**src/rtl/wishbone_slave_if.sv**
```systemverilog
// wishbone_if: Wishbone pipelined-mode bus bundle.
//   cyc_i   - bus cycle active
//   stb_i   - request strobe
//   we_i    - 1 = write, 0 = read
//   adr_i   - address (ADDR_WIDTH)
//   dat_i   - write data (DATA_WIDTH)
//   dat_o   - read data (DATA_WIDTH)
//   ack_o   - transfer complete
//   stall_o - request not accepted this cycle
// Modport 'slave' is the view of the responding block; 'master' is the view
// of the initiator.
interface wishbone_if #(
  parameter int ADDR_WIDTH = 8,
  parameter int DATA_WIDTH = 8
);
  logic                  cyc_i;
  logic                  stb_i;
  logic                  we_i;
  logic [ADDR_WIDTH-1:0] adr_i;
  logic [DATA_WIDTH-1:0] dat_i;
  logic [DATA_WIDTH-1:0] dat_o;
  logic                  ack_o;
  logic                  stall_o;

  modport slave (
    input  cyc_i, stb_i, we_i, adr_i, dat_i,
    output dat_o, ack_o, stall_o
  );

  modport master (
    output cyc_i, stb_i, we_i, adr_i, dat_i,
    input  dat_o, ack_o, stall_o
  );
endinterface

```
**src/rtl/wishbone_slave.sv**
```systemverilog
// wishbone_slave: single-outstanding Wishbone slave that bridges bus
// transfers onto a simple fixed-latency backing store.
//
// Ports:
//   clk        - clock, all logic on the rising edge
//   rst        - asynchronous active-high reset
//   wb_slave   - Wishbone slave side (cyc/stb/we/adr/dat in, dat/ack/stall out)
//   mem_addr   - backing-store address, registered at accept
//   mem_wdata  - backing-store write data, registered at accept
//   mem_we     - one-cycle write strobe
//   mem_re     - one-cycle read strobe
//   mem_rdata  - read data, sampled MEM_LATENCY cycles after mem_re
//   busy       - high whenever a transfer is in progress
//
// Timing (edges counted from the accepting edge):
//   write: WRITE (mem_we) -> RESPOND (ack), ack seen at edge +2
//   read : READ_WAIT for MEM_LATENCY+1 cycles (mem_re in the first) ->
//          RESPOND (ack, dat_o valid), ack seen at edge MEM_LATENCY+2
module wishbone_slave #(
  parameter int ADDR_WIDTH  = 8,
  parameter int DATA_WIDTH  = 8,
  parameter int MEM_LATENCY = 2
) (
  input  logic                  clk,
  input  logic                  rst,
  wishbone_if.slave             wb_slave,
  output logic [ADDR_WIDTH-1:0] mem_addr,
  output logic [DATA_WIDTH-1:0] mem_wdata,
  output logic                  mem_we,
  output logic                  mem_re,
  input  logic [DATA_WIDTH-1:0] mem_rdata,
  output logic                  busy
);

  localparam logic [3:0] LAT = MEM_LATENCY[3:0];

  typedef enum logic [1:0] {
    IDLE      = 2'd0,
    WRITE     = 2'd1,
    READ_WAIT = 2'd2,
    RESPOND   = 2'd3
  } state_t;

  state_t                state_q, state_d;
  logic [ADDR_WIDTH-1:0] addr_q,  addr_d;
  logic [DATA_WIDTH-1:0] wdata_q, wdata_d;
  logic [DATA_WIDTH-1:0] rdata_q, rdata_d;
  logic [3:0]            cnt_q,   cnt_d;
  // Cleared by reset, set one edge later: blocks an accept on the edge
  // that immediately follows reset release.
  logic                  arm_q,   arm_d;

  logic accept;

  always_ff @(posedge clk or posedge rst) begin
    if (rst) begin
      state_q <= IDLE;
      addr_q  <= '0;
      wdata_q <= '0;
      rdata_q <= '0;
      cnt_q   <= '0;
      arm_q   <= 1'b0;
    end else begin
      state_q <= state_d;
      addr_q  <= addr_d;
      wdata_q <= wdata_d;
      rdata_q <= rdata_d;
      cnt_q   <= cnt_d;
      arm_q   <= arm_d;
    end
  end

  always_comb begin
    state_d = state_q;
    addr_d  = addr_q;
    wdata_d = wdata_q;
    rdata_d = rdata_q;
    cnt_d   = cnt_q;
    arm_d   = 1'b1;
    accept  = (state_q == IDLE) && arm_q && wb_slave.cyc_i && wb_slave.stb_i;

    case (state_q)
      IDLE: begin
        cnt_d = '0;
        if (accept) begin
          addr_d = wb_slave.adr_i;
          if (wb_slave.we_i) begin
            wdata_d = wb_slave.dat_i;
            state_d = WRITE;
          end else begin
            state_d = READ_WAIT;
          end
        end
      end
      WRITE: begin
        // mem_we fires this cycle regardless; a dropped cyc only skips the ack.
        state_d = wb_slave.cyc_i ? RESPOND : IDLE;
      end
      READ_WAIT: begin
        if (!wb_slave.cyc_i) begin
          // Abandon the read; dat_o keeps its previous value.
          state_d = IDLE;
          cnt_d   = '0;
        end else if (cnt_q == LAT) begin
          rdata_d = mem_rdata;
          state_d = RESPOND;
          cnt_d   = '0;
        end else begin
          cnt_d = cnt_q + 4'd1;
        end
      end
      RESPOND: begin
        state_d = IDLE;
      end
      default: begin
        state_d = IDLE;
      end
    endcase
  end

  assign busy             = (state_q != IDLE);
  assign wb_slave.stall_o = (state_q != IDLE);
  assign wb_slave.ack_o   = (state_q == RESPOND) && wb_slave.cyc_i;
  assign wb_slave.dat_o   = rdata_q;
  assign mem_we           = (state_q == WRITE);
  // Counter is zero only in the first READ_WAIT cycle.
  assign mem_re           = (state_q == READ_WAIT) && (cnt_q == 4'd0);
  assign mem_addr         = addr_q;
  assign mem_wdata        = wdata_q;

endmodule
```
**src/flat_wrapper.sv**
```systemverilog
// flat-port wrapper written by rule: the top's interface ports become plain ports
module wishbone_slave_flat 
#(
  parameter int ADDR_WIDTH  = 8,
  parameter int DATA_WIDTH  = 8,
  parameter int MEM_LATENCY = 2
)
  (clk, rst, mem_addr, mem_wdata, mem_we, mem_re, mem_rdata, busy, wb_slave_cyc_i, wb_slave_stb_i, wb_slave_we_i, wb_slave_adr_i, wb_slave_dat_i, wb_slave_dat_o, wb_slave_ack_o, wb_slave_stall_o);
  wishbone_if #(.ADDR_WIDTH(ADDR_WIDTH), .DATA_WIDTH(DATA_WIDTH)) wb_slave_i ();
  input  logic clk;
  input  logic rst;
  output logic [ADDR_WIDTH-1:0] mem_addr;
  output logic [DATA_WIDTH-1:0] mem_wdata;
  output logic mem_we;
  output logic mem_re;
  input  logic [DATA_WIDTH-1:0] mem_rdata;
  output logic busy;
  input wire logic [$bits(wb_slave_i.cyc_i)-1:0] wb_slave_cyc_i;
  input wire logic [$bits(wb_slave_i.stb_i)-1:0] wb_slave_stb_i;
  input wire logic [$bits(wb_slave_i.we_i)-1:0] wb_slave_we_i;
  input wire logic [$bits(wb_slave_i.adr_i)-1:0] wb_slave_adr_i;
  input wire logic [$bits(wb_slave_i.dat_i)-1:0] wb_slave_dat_i;
  output wire logic [$bits(wb_slave_i.dat_o)-1:0] wb_slave_dat_o;
  output wire logic [$bits(wb_slave_i.ack_o)-1:0] wb_slave_ack_o;
  output wire logic [$bits(wb_slave_i.stall_o)-1:0] wb_slave_stall_o;
  assign wb_slave_i.cyc_i = wb_slave_cyc_i;
  assign wb_slave_i.stb_i = wb_slave_stb_i;
  assign wb_slave_i.we_i = wb_slave_we_i;
  assign wb_slave_i.adr_i = wb_slave_adr_i;
  assign wb_slave_i.dat_i = wb_slave_dat_i;
  assign wb_slave_dat_o = wb_slave_i.dat_o;
  assign wb_slave_ack_o = wb_slave_i.ack_o;
  assign wb_slave_stall_o = wb_slave_i.stall_o;
  wishbone_slave #(.ADDR_WIDTH(ADDR_WIDTH), .DATA_WIDTH(DATA_WIDTH), .MEM_LATENCY(MEM_LATENCY)) u_core (.clk(clk), .rst(rst), .wb_slave(wb_slave_i), .mem_addr(mem_addr), .mem_wdata(mem_wdata), .mem_we(mem_we), .mem_re(mem_re), .mem_rdata(mem_rdata), .busy(busy));
endmodule
```
**config.mk**
```make
export PLATFORM = sky130hd
export DESIGN_NAME = wishbone_slave_flat
export DESIGN_NICKNAME = d
export VERILOG_FILES = /design/src/rtl/wishbone_slave_if.sv /design/src/rtl/wishbone_slave.sv /design/src/flat_wrapper.sv
export SDC_FILE = /design/constraint.sdc
export NUM_CORES = 1
export LEC_CHECK = 0
export ABC_CLOCK_PERIOD_IN_PS = 3600
export BUFFER_PORTS_ARGS = -buffer_cell sky130_fd_sc_hd__buf_2
export CELL_PAD_IN_SITES_DETAIL_PLACEMENT = 1
export CELL_PAD_IN_SITES_GLOBAL_PLACEMENT = 2
export CORE_UTILIZATION = 32
export DETAILED_ROUTE_END_ITERATION = 16
export PLACE_DENSITY = 0.83
export SYNTH_ARGS = -nofsm -noshare
export SYNTH_HDL_FRONTEND = slang
export SYNTH_SLANG_ARGS = --single-unit
export TNS_END_PERCENT = 1
```
**constraint.sdc**
```tcl
create_clock -name clk -period 3.6 [get_ports clk]
set_input_delay 0.18 -clock clk [delete_from_list [all_inputs] [get_ports clk]]
set_output_delay 0.18 -clock clk [all_outputs]
set_load 0.05 [all_outputs]
```
==> results.json, run 1 <==
{
  "status": "complete, no violations",
  "synthTopCellsByCount": "dfrtp_1 (31), mux2_2 (18), mux2_4 (8)",
  "numCtsBuffers": 5,
  "floorplan.die_area_um2": 4660,
  "drv_cap": 0,
  "p_per_area_nw_per_um2": 1080,
  "whs_ns": 0.128,
  "relSlewSlack_pct": 64.1,
  "drv_slew": 0,
  "clock-root-buffer": "clkbuf_8",
  "ant_nets": 0,
  "yosys_warnings": 0,
  "grt_max_degree": 32,
  "detail_route.iter0.violations": 29,
  "clkSinkCount": 31,
  "htreeDepth": 2,
  "clockBufferDepth": 2,
  "drt-total-wl_um": 3320,
  "antenna_found_initial": 0,
  "synth_area_per_cell_um2": 13.9,
  "clk_pin_slew_ns": 0.07,
  "top_layer": "met4",
  "firstDrtPassIters": 4,
  "synth-main-ff-cell": "dfrtp_1",
  "drive_above_1_share_pct": 57.1,
  "critPathKind": "reg -> reg",
  "cp.arrival_ns": 2.16,
  "portBuffers": 57,
  "cts_tree": "yes",
  "synth.most_common_cell": "dfrtp_1",
  "synth_cell_types": 26,
  "met3_wirelength_um": 170,
  "max_freq_mhz": 498,
  "die_h_um": 68.3,
  "cts_resized": 0,
  "setup_viol": 0,
  "clock_skew_ns": 0.00754,
  "synth-edff-count": 0,
  "syn-num-nets": 135,
  "ys_seq_area_share_pct": 55.2,
  "track_usage_pct": 15.5,
  "diodes": 0,
  "drc_errors": 0,
  "rows": 23,
  "crit_required_ns": 3.76,
  "synth_top_area_share_pct": 55.2,
  "grt_pass1_wl_um": 5040,
  "async_flop_share_pct": 100,
  "gp_congestion": 0.741,
  "crit_path_start_kind": "flip-flop",
  "final-hold-violation-count": 0,
  "ios": 58,
  "place_area_um2": 1730,
  "grt-ovfl-total": 0,
  "tightest_slew_ns": 0.538,
  "hold_path_class": "in -> reg",
  "clkLatencyLatePin_ns": 0.28,
  "dp_hpwl_um": 2590,
  "path_cells": "inv_1 > ha_1 > nand4_4 > or2_1 > mux2_4",
  "fin_crit_ns": 2.01,
  "wl_met2_um": 1750,
  "min_path_cells": 2,
  "critPathSlowestCell": "or2_1",
  "wl_met1_um": 1360,
  "path_depth": 5,
  "max_stage_delay_ns": 0.47,
  "wl_per_cell_um": 15.6,
  "die_w_um": 68.3,
  "cp_num_buf_inv": 1,
  "critPathTopFamily": "simple AND/OR/NAND/NOR gates",
  "vias_per_cell": 4.66,
  "end_kind": "flip-flop",
  "tns_ns": 0,
  "worstRegToRegCells": 5,
  "area_growth_pct": 30.0,
  "critPathMaxFanout": 10,
  "yosys-top-cells-area": "dfrtp_1 (55%), mux2_2 (14%), mux2_4 (8.5%)",
  "min_period_over_period_pct": 55.7,
  "core_um2": 4120,
  "rsz0062_at_grt": "no",
  "via_count": 992,
  "ys_ff_latch": 31,
  "nets": 197,
  "start_util_pct": 34.1,
  "fin_area_um2": 1830,
  "p_leak_nw": 0.980,
  "synth_area_um2": 1410,
  "netlist_instances": 101,
  "first_global_vias": 1012,
  "peakVddDrop_mv": 0.258,
  "yosys.area.top_type": "dfrtp_1"
}
## cells in the final DEF, fill, tap and decap left out, types with 2 or more instances in the layout
| cell type | netlist | layout |
|---|---|---|
| inv_1 | 6 | 6 |
| ha_1 | 5 | 5 |
| mux2_2 | 18 | 18 |
| mux2_4 | 8 | 8 |
| xor2_1 | 2 | 2 |
| clkbuf_8 | 0 | 6 |
| nor2_1 | 3 | 3 |
| nand2_1 | 6 | 6 |
| o21ai_0 | 4 | 4 |
| dfrtp_1 | 31 | 31 |
| buf_2 | 0 | 57 |
## flip-flops by register name, indices dropped and copies added, names as in the netlist
register and flops:
u_core.mem_addr 8, u_core.cnt_q 4, u_core.state_q 2, u_core.mem_wdata 8, u_core.wb_slave.dat_o 8, u_core.arm_q 1
## cell type report
cell class	instances	area, um^2
clock buffers	6	82.6
clock inverters	1	5.00
fillers	473	2290
inverters	6	22.5
multi-input cells	60	576
flip-flops and latches	31	776
well taps	50	62.6
repair buffers	59	303
## logic make-up (layout without fill, tap and decap cells)
| family | after synthesis | after routing | share of synthesized area (%) |
|---|---|---|---|
| buffers and inverters | 10 | 72 | 3.83 |
| AOI/OAI and AO/OA | 8 | 8 | 3.83 |
| xor gates and xnor gates | 2 | 2 | 1.25 |
| DFF | 31 | 31 | 55.2 |
| and+or+nand+nor | 18 | 18 | 8.19 |
| adders and majority gates | 5 | 5 | 4.45 |
| other | 1 | 1 | 0.267 |
| muxes | 26 | 26 | 23.0 |
## layer usage
metal  track usage [%]  up-vias
li1                  -      464
met1              18.5      492
met2              26.0       32
met3              4.83        4
met4              5.47        0
met5                 0        -
## where the power goes
part	internal [mW]	switching, mW	total, mW
combinational	0.313	0.791	1.10
clock	0.150	0.123	0.273
sequential	0.502	0.0933	0.595
## metrics by stage
stage	std cells	utilization (%)	total power, mW	setup WS [ns]
after global routing	213	44.4	2.08	1.47
final	213	44.4	1.97	1.59
after CTS	213	44.4	2.00	1.57
after global placement	205	42.0	1.68	1.70
after floorplan	101	-	1.46	1.87
after detailed placement	205	42.0	1.72	1.59
## what timing repair did
action / in CTS / in global routing
hold buffers: 1 / 0
buffers inserted: 0 / 0
hold endpoints to repair: 31 / 0
## final timing paths
check                                   startpoint                  endpoint  slack [ns]
worst max-delay path             u_core.state_q[1]       u_core.mem_wdata[2]        1.59
worst min-delay path             wb_slave_adr_i[7]        u_core.mem_addr[7]        0.13
worst max register to register   u_core.state_q[1]       u_core.mem_wdata[2]        1.59
worst min register to register  u_core.mem_addr[0]        u_core.mem_addr[0]        0.50
max in group asynchronous                      rst        u_core.mem_addr[3]        2.78
min in group asynchronous                      rst  u_core.wb_slave.dat_o[0]        0.52
(Power assumes the default switching activity.)
==> run 2, diff against run 1 <==
ABC_CLOCK_PERIOD_IN_PS = 1800   (was 3600)
CORE_UTILIZATION = 27   (was 32)
PLACE_DENSITY = 0.74   (was 0.83)
clock period = 1.8 ns   (was 3.6 ns; I/O delays follow)
==> results.json, run 2 (synthesis gave the netlist of run 1 again) <==
{
  "status": "complete, no violations",
  "max_freq_mhz": 599,
  "cts_tree": "yes",
  "detail_route.iter0.violations": 38,
  "drv_cap": 0,
  "critPathSlowestCell": "dfrtp_1",
  "die_w_um": 74.1,
  "setup_viol": 0,
  "clockBufferDepth": 2,
  "antenna_found_initial": 0,
  "crit_required_ns": 1.96,
  "clock-root-buffer": "clkbuf_8",
  "die_h_um": 74.1,
  "htreeDepth": 2,
  "numCtsBuffers": 5,
  "dp_hpwl_um": 2530,
  "vias_per_cell": 4.26,
  "wl_per_cell_um": 13.9,
  "whs_ns": 0.0425,
  "final-hold-violation-count": 0,
  "grt_max_degree": 32,
  "critPathTopFamily": "flip-flops",
  "peakVddDrop_mv": 1.04,
  "crit_path_start_kind": "flip-flop",
  "floorplan.die_area_um2": 5500,
  "rsz0062_at_grt": "no",
  "clk_pin_slew_ns": 0.07,
  "place_inst": 224,
  "cp.arrival_ns": 1.83,
  "portBuffers": 57,
  "via_count": 992,
  "p_per_area_nw_per_um2": 2160,
  "drt-total-wl_um": 3240,
  "rows": 25,
  "drv_slew": 0,
  "p_leak_nw": 1.01,
  "dpl_worst_slack_ns": 0.0104,
  "hold_path_class": "in -> reg",
  "max_stage_delay_ns": 0.42,
  "nFillCells": 581,
  "fin_crit_ns": 1.67,
  "r2r_setup_slack_ns": 0.13,
  "start_util_pct": 28.8,
  "diodes": 0,
  "core_um2": 4880,
  "clkLatencyLatePin_ns": 0.27,
  "cp_num_buf_inv": 1,
  "grt-ovfl-total": 0,
  "drc_errors": 0,
  "final_common_cell": "buf_2",
  "final_cell_mix": "buf_2 (57), dfrtp_1 (31), mux2_2 (18)",
  "ant_nets": 0,
  "first_global_vias": 1127,
  "area_growth_pct": 35.4,
  "clock_skew_ns": 0.00851,
  "instances_no_fill": 233,
  "end_kind": "flip-flop",
  "setup_ws_ns": 0.131,
  "drive_above_1_share_pct": 59.6,
  "critPathMaxFanout": 8,
  "path_cells": "inv_1 > ha_1 > and4_2 > mux2_2",
  "nets": 199,
  "track_usage_pct": 12.7,
  "gp_congestion": 0.719,
  "ios": 58,
  "critPathKind": "reg -> reg",
  "firstDrtPassIters": 3,
  "tns_ns": 0,
  "min_period_over_period_pct": 92.7,
  "grt_pass1_wl_um": 5130,
  "clkSinkCount": 31
}
[run 2: worst reg2reg max path: cells and delay by family (launching register included)]
kind	cells	cell delay [ns]
mux	1	0.37
fa+ha+maj	1	0.26
flops	1	0.42
simple gates	1	0.39
buf+inv	1	0.12
[run 2: worst paths after layout]
check / depth (start not counted) / startpoint / endpoint
max in group asynchronous: 4 / rst / u_core.state_q[1]
max reg2reg: 4 / u_core.state_q[0] / u_core.wb_slave.dat_o[1]
min: 2 / mem_rdata[0] / u_core.wb_slave.dat_o[0]
min in group asynchronous: 4 / rst / u_core.mem_wdata[1]
min reg2reg: 1 / u_core.mem_addr[0] / u_core.mem_addr[0]
max: 4 / u_core.state_q[0] / u_core.wb_slave.dat_o[1]
[run 2: timing repair]
action	4_1_cts	5_1_grt
gates resized for setup	0	4
setup endpoints to repair	0	18
hold buffers	1	0
setup buffers	0	0
hold endpoints to repair	31	0
[run 2: area by class of cell]
| cell class | count | area (um^2) | share of cell area [%] |
|---|---|---|---|
| clock buffers | 6 | 82.6 | 4.34 |
| clock inverters | 2 | 35.0 | 1.84 |
| inverters | 6 | 22.5 | 1.18 |
| multi-input cells | 60 | 586 | 30.8 |
| flip-flops and latches | 31 | 776 | 40.8 |
| well taps | 67 | 83.8 | 4.40 |
| repair buffers | 61 | 318 | 16.7 |
[run 2: layer usage]
layer	wire length [um]	track usage [%]	vias up
li1	-	-	472
met1	1210	14.0	491
met2	1840	22.5	27
met3	179	4.34	2
met4	17	4.49	0
met5	0	0	-
[run 2: through the flow]
step	instance area, um^2	utilization [%]	total power, mW
3_5_place_dp	1770	36.2	3.45
5_1_grt	1900	39.0	4.33
2_1_floorplan	1410	-	2.93
6_report	1900	39.0	4.12
3_3_place_gp	1770	36.2	3.39
4_1_cts	1890	38.8	4.17
[run 2: power by group]
group	leakage, nW	internal [mW]	total, mW	switching [mW]
sequential	0.396	1.00	1.19	0.184
combinational	0.548	0.653	2.23	1.57
clock	0.0612	0.448	0.704	0.257
==> run 3, diff against run 2 <==
GPL_TIMING_DRIVEN = 0   (was not set)
PLACE_DENSITY = not set   (was 0.74)
PLACE_DENSITY_LB_ADDON = 0.1   (was not set)
==> results.json, run 3 (synthesis gave the netlist of run 1 again) <==
{
  "status": "complete, no violations",
  "p_leak_nw": 1.01,
  "crit_path_start_kind": "flip-flop",
  "crit_required_ns": 1.96,
  "via_count": 1003,
  "ios": 58,
  "drt-total-wl_um": 3010,
  "reg2reg_to": "u_core.wb_slave.dat_o[0]",
  "vias_per_cell": 4.29,
  "drv_slew": 0,
  "drv_cap": 0,
  "min_period_over_period_pct": 92.9,
  "drive_above_1_share_pct": 59.9,
  "tns_ns": 0,
  "critPathMaxFanout": 8,
  "end_kind": "flip-flop",
  "max_freq_mhz": 598,
  "grt_pass1_wl_um": 4710,
  "drc_errors": 0,
  "floorplan.die_area_um2": 5500,
  "worstSetupStartpoint": "u_core.state_q[0]",
  "grt_max_degree": 32,
  "nets": 200,
  "final_common_cell": "buf_2",
  "setup_viol": 0,
  "diodes": 0,
  "detail_route.iter0.violations": 42,
  "crit_end": "u_core.wb_slave.dat_o[0]",
  "fin_crit_ns": 1.67,
  "antenna_found_initial": 0,
  "core_um2": 4880,
  "top_layer": "met4",
  "cts_tree": "yes",
  "area_growth_pct": 36.5,
  "final_util_pct": 39.3,
  "peakVddDrop_mv": 0.793,
  "ant_nets": 0,
  "rr_startpoint": "u_core.state_q[0]",
  "wl_met2_um": 1500,
  "first_global_vias": 1040,
  "grt-ovfl-total": 0,
  "hold_path_class": "in -> reg",
  "clock-root-buffer": "clkbuf_8",
  "hold_path_startpoint": "mem_rdata[5]",
  "rsz0062_at_grt": "no",
  "track_usage_pct": 11.6,
  "start_util_pct": 28.8,
  "numCtsBuffers": 5,
  "htreeDepth": 2,
  "critPathKind": "reg -> reg",
  "finalPower_mw": 4.13,
  "worstRegToRegCells": 5,
  "dpl_worst_slack_ns": -0.121,
  "dp_hpwl_um": 2320,
  "final_cell_mix": "buf_2 (57), dfrtp_1 (31), mux2_2 (18)",
  "met3_wirelength_um": 174,
  "p_per_area_nw_per_um2": 2150,
  "clockBufferDepth": 2,
  "hold_buffers": 0,
  "clock_skew_ns": 0.00580,
  "die_h_um": 74.1,
  "gp_congestion": 0.684,
  "cp.arrival_ns": 1.83,
  "relSlewSlack_pct": 21.3,
  "rows": 25,
  "die_w_um": 74.1,
  "wl_per_cell_um": 12.9,
  "r2r_setup_slack_ns": 0.13,
  "clk_pin_slew_ns": 0.07,
  "portBuffers": 57,
  "tightest_slew_ns": 1.18,
  "setup_ws_ns": 0.127,
  "whs_ns": 0.0441,
  "final-hold-violation-count": 0,
  "clkLatencyLatePin_ns": 0.27,
  "firstDrtPassIters": 2,
  "wl_met1_um": 1290,
  "nFillCells": 569,
  "clkSinkCount": 31
}
-- run 3: cell count changes in the layout (fill, tap and decap cells not counted), sizes merged --
cell | before | now
buf | 60 | 61
clkbuf | 6 | 7
dlygate4sd3 | 1 | 0
-- run 3: metrics by stage --
| stage | cell area, um^2 | instances |
|---|---|---|
| 3_5_place_dp | 1770 | 225 |
| 2_1_floorplan | 1410 | 101 |
| 3_3_place_gp | 1770 | 225 |
| 6_report | 1920 | 234 |
| 4_1_cts | 1900 | 234 |
| 5_1_grt | 1920 | 234 |
-- run 3: layer usage --
layer | vias up | GRT usage (%)
met1 | 483 | 13.4
met2 | 41 | 19.8
met4 | 0 | 5.34
li1 | 473 | -
met3 | 6 | 3.25
met5 | - | 0
-- run 3: worst min-delay path by stage --
stage                                     to  slack (ns)  cells past startpoint
floorplan                       u_core.arm_q        0.19                      1
global placement          u_core.mem_addr[1]        0.32                      2
detailed placement        u_core.mem_addr[3]        0.33                      2
CTS                      u_core.mem_wdata[7]        0.04                      2
global route        u_core.wb_slave.dat_o[6]        0.03                      2
finish              u_core.wb_slave.dat_o[5]        0.04                      2
-- run 3: cell type report --
type	instances	area [um^2]	share of cell area (%)
buffer	4	31.3	1.63
clock buffer	6	82.6	4.31
clock inverter	2	35.0	1.83
inverter	6	22.5	1.17
multi-input combinational	60	594	31.0
sequential	31	776	40.4
tap	67	83.8	4.37
timing repair buffer	58	293	15.3
-- run 3: critical path: stages (launching register included) --
cell and delay [ns]:
dfrtp_1 0.41, inv_1 0.16, ha_1 0.26, and4_1 0.23, buf_4 0.17, mux2_2 0.34
-- run 3: report_power, final --
group | leakage (nW) | switching [mW] | internal [mW]
Clock | 0.0612 | 0.256 | 0.448
Combinational | 0.554 | 1.59 | 0.676
Sequential | 0.396 | 0.157 | 1.00
Total | 1.01 | 2.01 | 2.13
-- run 3: timing repair --
item / CTS / global route
pin swaps: 1 / 0
buffers inserted: 1 / 0
gates resized for setup: 1 / 2
hold endpoints to repair: 0 / 0
setup endpoints to repair: 10 / 2
